## config.mk

```make
export PLATFORM = sky130hd
export DESIGN_NAME = cbrt
export DESIGN_NICKNAME = d
export VERILOG_FILES = /design/src/rtl/cbrt.sv
export SDC_FILE = /design/constraint.sdc
export NUM_CORES = 1
export LEC_CHECK = 0
export CORE_ASPECT_RATIO = 0.7
export CORE_MARGIN = 4
export CORE_UTILIZATION = 56
export CTS_BUF_LIST = sky130_fd_sc_hd__clkbuf_16
export CTS_CLUSTER_SIZE = 40
export DETAILED_ROUTE_END_ITERATION = 10
export PLACE_DENSITY = 0.8
export SLEW_MARGIN = 10
export SYNTH_ARGS = -nofsm -noshare
export SYNTH_HDL_FRONTEND = slang
export SYNTH_SLANG_ARGS = --single-unit
```

## constraint.sdc

```tcl
create_clock -name clk -period 3.4 [get_ports clk]
set_input_delay 0.85 -clock clk [delete_from_list [all_inputs] [get_ports clk]]
set_output_delay 0.85 -clock clk [all_outputs]
set_load 0.1 [all_outputs]
```

## src/rtl/cbrt.sv

```systemverilog
// cbrt: sequential unsigned 8-bit integer cube root, y = floor(cbrt(x_i)).
// Restoring bit-pair algorithm, 3 iterations. Each iteration takes one product
// y_acc*(y_acc+1) from the shared sequential multiplier cbrt_mul.
// Ports:
//   clk   - system clock, rising edge
//   rst   - synchronous active-high reset (also resets the multiplier)
//   start - operation request, sampled only while busy = 0
//   x_i   - 8-bit unsigned operand, captured on the accepting edge
//   y     - registered floor cube root (0..6), held until the next DONE/reset
//   busy  - high from the edge after acceptance until the result is written

// Shift-add multiplier: busy rises the edge after start, result valid once busy falls.
module cbrt_mul (
    input  logic        clk,
    input  logic        rst,
    input  logic        start,
    input  logic [7:0]  a,
    input  logic [7:0]  b,
    output logic [15:0] result,
    output logic        busy
);
    logic [15:0] mcand_q, mcand_d;
    logic [7:0]  mplier_q, mplier_d;
    logic [15:0] acc_q, acc_d;
    logic [2:0]  cnt_q, cnt_d;
    logic        busy_q, busy_d;

    always_ff @(posedge clk) begin
        if (rst) begin
            mcand_q  <= '0;
            mplier_q <= '0;
            acc_q    <= '0;
            cnt_q    <= '0;
            busy_q   <= 1'b0;
        end else begin
            mcand_q  <= mcand_d;
            mplier_q <= mplier_d;
            acc_q    <= acc_d;
            cnt_q    <= cnt_d;
            busy_q   <= busy_d;
        end
    end

    // One partial product per cycle, LSB of the multiplier first.
    always_comb begin
        mcand_d  = mcand_q;
        mplier_d = mplier_q;
        acc_d    = acc_q;
        cnt_d    = cnt_q;
        busy_d   = busy_q;
        if (busy_q) begin
            if (mplier_q[0]) acc_d = acc_q + mcand_q;
            mcand_d  = mcand_q << 1;
            mplier_d = mplier_q >> 1;
            cnt_d    = cnt_q + 3'd1;
            if (cnt_q == 3'd7) busy_d = 1'b0;
        end else if (start) begin
            mcand_d  = {8'd0, a};
            mplier_d = b;
            acc_d    = '0;
            cnt_d    = '0;
            busy_d   = 1'b1;
        end
    end

    assign result = acc_q;
    assign busy   = busy_q;
endmodule

module cbrt (
    input  logic       clk,
    input  logic       rst,
    input  logic       start,
    input  logic [7:0] x_i,
    output logic [7:0] y,
    output logic       busy
);
    localparam int unsigned X_W = 8;
    localparam int unsigned Y_W = 8;
    localparam int unsigned P_W = 16;

    localparam logic [2:0] IDLE   = 3'd0;
    localparam logic [2:0] SHIFT  = 3'd1;
    localparam logic [2:0] MSTART = 3'd2;
    localparam logic [2:0] MWAIT  = 3'd3;
    localparam logic [2:0] CALC   = 3'd4;
    localparam logic [2:0] DONE   = 3'd5;

    logic [2:0]     state_q, state_d;
    logic [X_W-1:0] xr_q, xr_d;
    logic [Y_W-1:0] yacc_q, yacc_d;
    logic [2:0]     s_q, s_d;
    logic           seen_q, seen_d;
    logic [P_W-1:0] p_q, p_d;
    logic [Y_W-1:0] y_q, y_d;
    logic           busy_q, busy_d;
    logic           mstart_q, mstart_d;

    logic [P_W-1:0] mul_result;
    logic           mul_busy;
    logic [P_W-1:0] p3_c;
    logic [P_W-1:0] b_c;

    cbrt_mul u_mul (
        .clk    (clk),
        .rst    (rst),
        .start  (mstart_q),
        .a      (yacc_q),
        .b      (yacc_q + 8'd1),
        .result (mul_result),
        .busy   (mul_busy)
    );

    // Trial subtrahend (3*y*(y+1) + 1) << s; 3*p by shift-add, full 16-bit width.
    always_comb begin
        p3_c = (p_q << 1) + p_q;
        b_c  = (p3_c + 16'd1) << s_q;
    end

    always_ff @(posedge clk) begin
        if (rst) begin
            state_q  <= IDLE;
            xr_q     <= '0;
            yacc_q   <= '0;
            s_q      <= '0;
            seen_q   <= 1'b0;
            p_q      <= '0;
            y_q      <= '0;
            busy_q   <= 1'b0;
            mstart_q <= 1'b0;
        end else begin
            state_q  <= state_d;
            xr_q     <= xr_d;
            yacc_q   <= yacc_d;
            s_q      <= s_d;
            seen_q   <= seen_d;
            p_q      <= p_d;
            y_q      <= y_d;
            busy_q   <= busy_d;
            mstart_q <= mstart_d;
        end
    end

    // Next-state logic; mul start is registered so it is high for the whole MSTART cycle only.
    always_comb begin
        state_d  = state_q;
        xr_d     = xr_q;
        yacc_d   = yacc_q;
        s_d      = s_q;
        seen_d   = seen_q;
        p_d      = p_q;
        y_d      = y_q;
        busy_d   = busy_q;
        mstart_d = 1'b0;
        case (state_q)
            IDLE: begin
                if (start) begin
                    xr_d    = x_i;
                    yacc_d  = '0;
                    s_d     = 3'd6;
                    busy_d  = 1'b1;
                    state_d = SHIFT;
                end
            end
            SHIFT: begin
                yacc_d   = yacc_q << 1;
                mstart_d = 1'b1;
                state_d  = MSTART;
            end
            MSTART: begin
                seen_d  = 1'b0;
                state_d = MWAIT;
            end
            MWAIT: begin
                // Latency-agnostic: wait for busy to be seen high, then low.
                if (mul_busy) seen_d = 1'b1;
                if (seen_q && !mul_busy) begin
                    p_d     = mul_result;
                    state_d = CALC;
                end
            end
            CALC: begin
                if ({8'd0, xr_q} >= b_c) begin
                    xr_d   = xr_q - X_W'(b_c);
                    yacc_d = yacc_q + 8'd1;
                end
                if (s_q == 3'd0) begin
                    state_d = DONE;
                end else begin
                    s_d     = s_q - 3'd3;
                    state_d = SHIFT;
                end
            end
            DONE: begin
                y_d     = yacc_q;
                busy_d  = 1'b0;
                state_d = IDLE;
            end
            default: state_d = IDLE;
        endcase
    end

    assign y    = y_q;
    assign busy = busy_q;
endmodule

```

==> run summary, run 1 <==
### Clock network
• clock buffer count from CTS: 9
• Reg clk slew, reported paths: 0.06 ns
• total number of H-tree levels: 3
• clock latency at the later pin of the worst-skew pair: 0.34 ns
• CTS sink count: 93
• number of buffers on the longest clock path: 2
• hold buffer count at cts: 0
• Clk Tree Root Cell: clkbuf_16
• TritonCTS clock tree: built

### Power and ir drop
• Internal Power: 1.81 mW
• total leakage power: 2.96 nW
• switching share of power: 28.3%
• power share of the combinational group: 17.6%
• power spent charging and discharging nets: 0.713 mW
• peak supply drop: 0.312 mV
• Reg power frac: 46.6%
• Cell Pwr Density: 341 nW/um2
• clock network power share: 35.8%

### Run status
• violated checks: setup timing
• run status: complete, but fails checks

### STA
• part of the cycle the worst path needs: 105%
• worst setup margin: -0.172 ns
• transition time at the pin with the least slew margin: 1.00 ns
• final hold slack: 0.486 ns
• RSZ-0062 raised after global routing: true
• Setup-failing EPs final: 16
• Final Critical Period: 3.57 ns
• count of endpoints failing hold in the final timing report: 0
• clock tree skew after final layout: 0.00890 ns
• worst slew slack as a fraction of its limit: 33.0%
• Slew Viols, Final: 0
• Setup TNS Final: -2.20 ns
• Max Clk Rate: 280 MHz

### GRT
• aggregate global routing overflow: 0
• maximum number of pins on one net before global-route repair: 51
• vias in the first global route: 5,528
• total track usage: 25.5%
• antenna violations before repair: 0
• first-pass GRT wire length: 26,600 um

### Critical path
• largest stage delay on the critical path: 0.43 ns
• Crit Reg-Reg Startpoint: p_q[1]$_SDFFE_PP0P_
• worst path required time: 3.61 ns
• critical path startpoint category: register
• Critical Path Start: p_q[1]$_SDFFE_PP0P_
• Critical Path Most Common Cell: a21oi_2
• CP arrival: 3.78 ns
• CP Buf/Inv Count: 2
• CP Max Fanout: 8
• Levels on crit path: 17
• sort of element at the end of the critical path: register
• Critical Setup Path Class: reg -> reg
• r2r worst-path depth: 17
• cell at the slowest stage of the critical path: or3_4
• critical path cell sequence: inv_4 -> ha_4 -> nor2b_2 -> xnor2_1 -> or3_4 -> fa_2 -> a21o_1 -> a21oi_2 -> nand2b_4 -> o2bb2ai_2 -> a21oi_2 -> o211a_1 -> o211ai_1 -> a31oi_4 -> clkbuf_16 -> nor3_1 -> a211oi_2
• cell class contributing the biggest share of worst-path delay: compound AO/OA/AOI/OAI gates

### Drt
• number of optimization iterations in the first detailed-route pass: 6
• ratio of routed vias to standard cells: 6.18
• total number of vias: 5,762
• Post-DRT Antenna Nets: 0
• drt total wl: 16,100 um
• remaining routing DRC violations: 0
• DRC violation total after the first TritonRoute iteration: 464
• wire length per cell: 17.3 um

### Synth
• fraction of the yosys area taken by sequential cells: 30.5%
• Mapped Nets: 813
• count of yosys warnings during synthesis: 0
• prevailing post-synth register cell: dfxtp_1
• number of enable flip-flop cells after synthesis: 0
• Mapped Cells: 756
• count of different cell masters after synthesis: 70
• largest cells by area after synthesis: dfxtp_1, ha_1, a21oi_1, nor2_1, mux2i_1
• area of the mapped netlist: 6100 um2
• count of state elements after synthesis: 93
• post-synthesis area per instance: 8.07 um2
• share of the synthesized area in the top cell type: 30.5%
• cell accounting for the most synthesized area: dfxtp_1
• share of flip-flops with an asynchronous set or reset after synthesis: 0%

### Finish
• nets: 852
• share of layout cells above drive strength 1: 21.6%
• number of inserted filler cells in the final layout: 813
• synthesis-to-finish area growth: 21.4%
• Post-Layout Cell Count: 932
• ant diodes: 0

### Placement
• number of placed instances with taps included: 903
• number of port buffers: 19
• pre-CTS worst setup slack: -0.322 ns
• global placement routability congestion: 0.933
• post-detail-place hpwl: 11,000 um

### Min path
• Worst Hold Launch: u_mul.result[0]$_SDFFE_PP0P_
• Hold Crit Class: reg -> reg
• worst hold path depth: 2

### Floorplanning
• starting density of the core: 58.2%
• I/O pin total: 20
• Total Die Area: 12,700 um2
• horizontal die dimension: 133 um
• std cell rows: 31
• placeable core region: 10,500 um2
• DIE HEIGHT: 95.3 um

### Flow run
• number of max-capacitance violations reported: 0

-- cell usage after synthesis, drive strengths merged, types with 18 or more instances --
cell,n
nand2,65
dfxtp,93
clkbuf,35
a22oi,22
xnor2,21
nor2,85
ha,43
o21ai,36
nor3,26
a211oi,18
inv,22
a21oi,77
mux2i,28
-- cell families (layout without fill, tap and decap cells) --
logic type / Yosys count / after routing / synth area share (%)
simple gates: 259 / 259 / 20.5
fa+ha+maj: 46 / 46 / 9.81
mux: 28 / 28 / 4.59
flops: 93 / 93 / 30.5
buf+inv: 71 / 115 / 4.72
compound gates: 226 / 226 / 25.1
xor+xnor: 33 / 33 / 4.74
-- layout by cell type (no fill, tap or decap), types with 15 or more instances in the layout --
master,n
a22oi_1,22
nand2_1,63
dfxtp_1,87
o21ai_0,24
mux2i_1,27
ha_1,35
buf_4,59
xnor2_1,20
nor2_1,83
inv_1,21
a21oi_1,72
nor3b_1,15
-- per-stage QoR --
step	util [%]	cell area [um2]	total power [mW]
floorplan	-	6130	1.45
global placement	63.0	6600	1.55
detailed placement	63.0	6600	1.57
CTS	69.4	7270	2.50
global route	70.7	7400	2.63
finish	70.7	7400	2.52
-- state kept, by name, summed over array words and instances, names as in the netlist, 3 cells and up --
register / flops
p_q: 16
s_q: 3
state_q: 3
u_mul.cnt_q: 3
u_mul.mcand_q: 16
u_mul.mplier_q: 8
u_mul.result: 16
xr_q: 8
y: 8
yacc_q: 8
-- final timing paths --
kind / endpoint / slack, ns
min reg2reg: p_q[0]$_SDFFE_PP0P_ / 0.49
max reg2reg: yacc_q[5]$_SDFFE_PP0P_ / -0.17
min: p_q[0]$_SDFFE_PP0P_ / 0.49
max: yacc_q[5]$_SDFFE_PP0P_ / -0.17
-- timing repair --
action	CTS	global route
hold endpoints to repair	0	0
setup endpoints to repair	16	17
pin swaps	16	13
gates cloned	1	0
gates resized for setup	63	32
setup buffers	10	3
-- power groups by stage --
| stage | clock network (mW) | logic (mW) | registers [mW] |
|---|---|---|---|
| final | 0.903 | 0.445 | 1.17 |
| after global routing | 0.970 | 0.484 | 1.18 |
| after CTS | 0.911 | 0.414 | 1.17 |
| after detailed placement | 0 | 0.372 | 1.20 |
| after global placement | 0 | 0.359 | 1.19 |
| after floorplan | 0 | 0.276 | 1.17 |
-- worst min-delay path, stage by stage, from the launching register on --
cell,delay (ns)
dfxtp_1,0.33
nand2_1,0.07
a21oi_1,0.05
-- cell type report --
class	instances	area [um2]	share of cell area, %
Multi-Input combinational cell	592	4350	58.8
Sequential cell	93	1880	25.4
Timing Repair Buffer	77	651	8.79
Clock buffer	9	225	3.04
Tap cell	132	165	2.23
Inverter	22	85.1	1.15
Clock inverter	7	43.8	0.592
-- per-layer routing --
| layer | global-route usage [%] | share of wire, % | up-vias |
|---|---|---|---|
| li1 | - | - | 2808 |
| met1 | 33.9 | 46 | 2768 |
| met2 | 43.0 | 48 | 161 |
| met3 | 4.75 | 5.2 | 25 |
| met4 | 6.66 | 1.3 | 0 |
| met5 | 0 | 0 | - |
Note: power is estimated with default switching activity, not from simulation.
==> run 2, diff against run 1 <==
- ABC_AREA: unset -> 1
- CORE_MARGIN: 4 -> unset
==> run summary, run 2 <==
### Run status
• run status: complete, but fails checks
• violated checks: setup timing

### STA
• Setup TNS Final: -0.0415 ns, +2.16 ns
• Setup-failing EPs final: 2, -14
• worst slew slack as a fraction of its limit: 60.4%, +27 points
• clock tree skew after final layout: 0.0105 ns, +0.00162 ns
• part of the cycle the worst path needs: 101%, -4.2 points
• Max Clk Rate: 292 MHz, +4.2%
• RSZ-0062 raised after global routing: true
• transition time at the pin with the least slew margin: 0.591 ns, -0.411 ns
• Slew Viols, Final: 0, unchanged
• Final Critical Period: 3.43 ns, -0.144 ns
• count of endpoints failing hold in the final timing report: 0, unchanged
• worst setup margin: -0.0283 ns, +0.144 ns

### Synth
• Mapped Cells: 967, +28%
• prevailing post-synth register cell: dfxtp_1
• combinational family with the most area after synthesis: simple AND/OR/NAND/NOR gates
• number of enable flip-flop cells after synthesis: 0, unchanged
• post-synthesis area per instance: 6.43 um2, -20%
• share of the synthesized area in the top cell type: 30.0%, -0.57 points
• count of yosys warnings during synthesis: 0, unchanged
• count of different cell masters after synthesis: 43, -39%
• fraction of the yosys area taken by sequential cells: 30.0%, -0.57 points
• cell accounting for the most synthesized area: dfxtp_1
• share of synthesized area spent on multiplexers: 0.322%, -4.3 points
• area of the mapped netlist: 6220 um2, +1.9%
• compound-gate portion of the synthesized area: 16.0%, -9.2 points
• share of flip-flops with an asynchronous set or reset after synthesis: 0%, unchanged
• share of synthesized cell area in and, or, nand and nor gates: 33.0%, +13 points
• top post-synthesis cells by count: nand2_1, inv_1, dfxtp_1
• share of the synthesized netlist area taken by xor and xnor gates: 1.83%, -2.9 points
• Mapped Nets: 1,024, +26%
• share of synthesized cell area in full adder, half adder and majority cells: 9.62%, -0.18 points
• count of state elements after synthesis: 93, unchanged
• cell with the most instances after synthesis: nand2_1
• largest cells by area after synthesis: dfxtp_1, nand2_1, ha_1, a21oi_1, inv_1

### Min path
• Hold Crit Class: reg -> reg

### Floorplanning
• std cell rows: 31, unchanged
• starting density of the core: 58.9%, +0.67 points
• Total Die Area: 11,500 um2, -8.9%
• horizontal die dimension: 128 um, -3.6%
• DIE HEIGHT: 90.1 um, -5.4%
• I/O pin total: 20, unchanged
• placeable core region: 10,600 um2, +0.74%

### Critical path
• CP Max Fanout: 7, -1
• r2r worst-path depth: 24, +7
• sort of element at the end of the critical path: register
• critical path startpoint category: register
• Critical Setup Path Class: reg -> reg
• Levels on crit path: 24, +7
• terminus of the critical flop-to-flop path: yacc_q[7]$_SDFFE_PP0P_
• critical path cell sequence: inv_2 -> fa_2 -> xor2_2 -> or2_4 -> o21a_1 -> inv_2 -> nand2_2 -> o21ai_2 -> nand2_2 -> ha_4 -> inv_2 -> o21ai_2 -> a21oi_2 -> o21ai_2 -> nand2_1 -> nand2_2 -> a21oi_2 -> a21oi_2 -> nand2_4 -> nand2_8 -> buf_6 -> nand3b_1 -> nand2_1 -> nor2_1
• cell at the slowest stage of the critical path: dfxtp_2
• worst reg-to-reg setup slack: -0.03 ns, +0.14 ns
• Worst setup endpoint: yacc_q[7]$_SDFFE_PP0P_
• Critical Path Start: p_q[2]$_SDFFE_PP0P_
• Crit Reg-Reg Startpoint: p_q[2]$_SDFFE_PP0P_
• CP Buf/Inv Count: 4, +2
• CP arrival: 3.67 ns, -0.11 ns
• cell class contributing the biggest share of worst-path delay: simple AND/OR/NAND/NOR gates
• largest stage delay on the critical path: 0.37 ns, -0.06 ns
• worst path required time: 3.64 ns, +0.03 ns

### Finish
• most frequent cells in the layout: nand2_1, inv_1, dfxtp_1
• ant diodes: 0, unchanged
• number of inserted filler cells in the final layout: 901, +11%
• nets: 1,062, +25%
• post-route design area: 7210 um2, -2.6%
• commonest non-fill, non-tap cell in the layout: nand2_1
• synthesis-to-finish area growth: 16.0%
• share of layout cells above drive strength 1: 13.4%, -8.3 points

### Drt
• uppermost metal layer occupied by signal nets: met4
• remaining routing DRC violations: 0, unchanged
• total routed wire length on the met1 layer: 7900 um, +7.1%
• total number of vias: 6,325, +9.8%
• Post-DRT Antenna Nets: 0, unchanged
• ratio of routed vias to standard cells: 5.46, -12%
• routed length on met2: 6420 um, -16%
• total length of routed met3 wires: 1030 um, +24%
• number of optimization iterations in the first detailed-route pass: 5, -1
• DRC violation total after the first TritonRoute iteration: 504, +8.6%
• wire length per cell: 13.5 um, -22%
• drt total wl: 15,600 um, -3.0%

### Placement
• cell area after placement: 6560 um2, -0.64%
• number of port buffers: 19, unchanged
• global placement routability congestion: 0.915, -1.9%
• post-detail-place hpwl: 10,500 um, -4.9%

### Clock network
• TritonCTS clock tree: built
• Clk Tree Root Cell: clkbuf_16
• hold buffer count at cts: 0, unchanged
• number of buffers on the longest clock path: 2, unchanged
• Reg clk slew, reported paths: 0.07 ns, about the same
• total number of H-tree levels: 3, unchanged
• clock buffer count from CTS: 9, unchanged
• clock latency at the later pin of the worst-skew pair: 0.35 ns, about the same
• CTS sink count: 93, unchanged

### Power and ir drop
• total leakage power: 3.43 nW, +16%
• Final Power: 3.49 mW, +39%
• Cell Pwr Density: 484 nW/um2, +42%
• peak supply drop: 0.336 mV, +7.5%

### GRT
• vias in the first global route: 5,480, -0.87%
• aggregate global routing overflow: 0, unchanged
• first-pass GRT wire length: 25,400 um, -4.4%
• maximum number of pins on one net before global-route repair: 50, -2.0%
• total track usage: 26.8%, +1.4 points
• antenna violations before repair: 0, unchanged

### Flow run
• number of max-capacitance violations reported: 0, unchanged

==> run 2: layout make-up <==
cell class	instances	area, um2	share of cell area, %
Timing Repair Buffer	53	422	5.85
Multi-Input combinational cell	731	4000	55.4
Sequential cell	93	1870	25.9
Clock buffer	9	225	3.12
Tap cell	148	185	2.57
Inverter	117	439	6.09
Clock inverter	7	80.1	1.11
==> run 2: worst min-delay path, cell delays in order (launching register included) <==
cell and delay [ns]:
dfxtp_1 0.31, nand2_1 0.06, a21oi_1 0.05
==> run 2: worst min-delay path by stage <==
stage / start / to / cells past startpoint
finish: y[5]$_SDFFE_PP0P_ / y[5]$_SDFFE_PP0P_ / 2
global route: u_mul.result[15]$_SDFFE_PP0P_ / u_mul.result[15]$_SDFFE_PP0P_ / 2
CTS: y[5]$_SDFFE_PP0P_ / y[5]$_SDFFE_PP0P_ / 2
detailed placement: y[5]$_SDFFE_PP0P_ / y[5]$_SDFFE_PP0P_ / 2
global placement: seen_q$_SDFFE_PP0P_ / seen_q$_SDFFE_PP0P_ / 2
floorplan: u_mul.cnt_q[0]$_SDFFE_PP0P_ / u_mul.cnt_q[0]$_SDFFE_PP0P_ / 1
==> run 2: logic make-up (layout without fill, tap and decap cells) <==
logic type	count (synthesis)	after routing
AND/OR/NAND/NOR	485	488
AO/OA/AOI/OAI	182	182
buffers and inverters	146	186
flip-flops	93	93
adder cells (fa/ha/maj)	46	46
XOR/XNOR	13	13
multiplexers	2	2
==> run 2: per-layer routing <==
metal | vias up | global-route usage, %
met5 | - | 0
met4 | 0 | 6.96
met3 | 29 | 4.82
met2 | 192 | 39.0
met1 | 2870 | 40.1
li1 | 3234 | -
==> run 2: what timing repair did <==
item | CTS | global route
endpoints found under the setup margin | 16 | 16
setup buffers | 10 | 6
cloned | 3 | 0
pin swaps | 9 | 24
resized for setup | 14 | 45
==> run 2: through the flow <==
step           hold WS, ns  cells  util (%)  setup WS (ns)
2_1_floorplan        0.433    967         -         0.0376
3_3_place_gp         0.451   1123      62.2        0.00963
3_5_place_dp         0.454   1123      62.2         -0.185
4_1_cts              0.465   1152      66.5        0.00280
5_1_grt              0.484   1158      68.4         -0.186
6_report             0.466   1158      68.4        -0.0283
==> run 2: report_power, final <==
group,switching (mW),internal (mW)
sequential,0.0930,1.16
combinational,0.714,0.479
clock,0.465,0.582
total,1.27,2.22
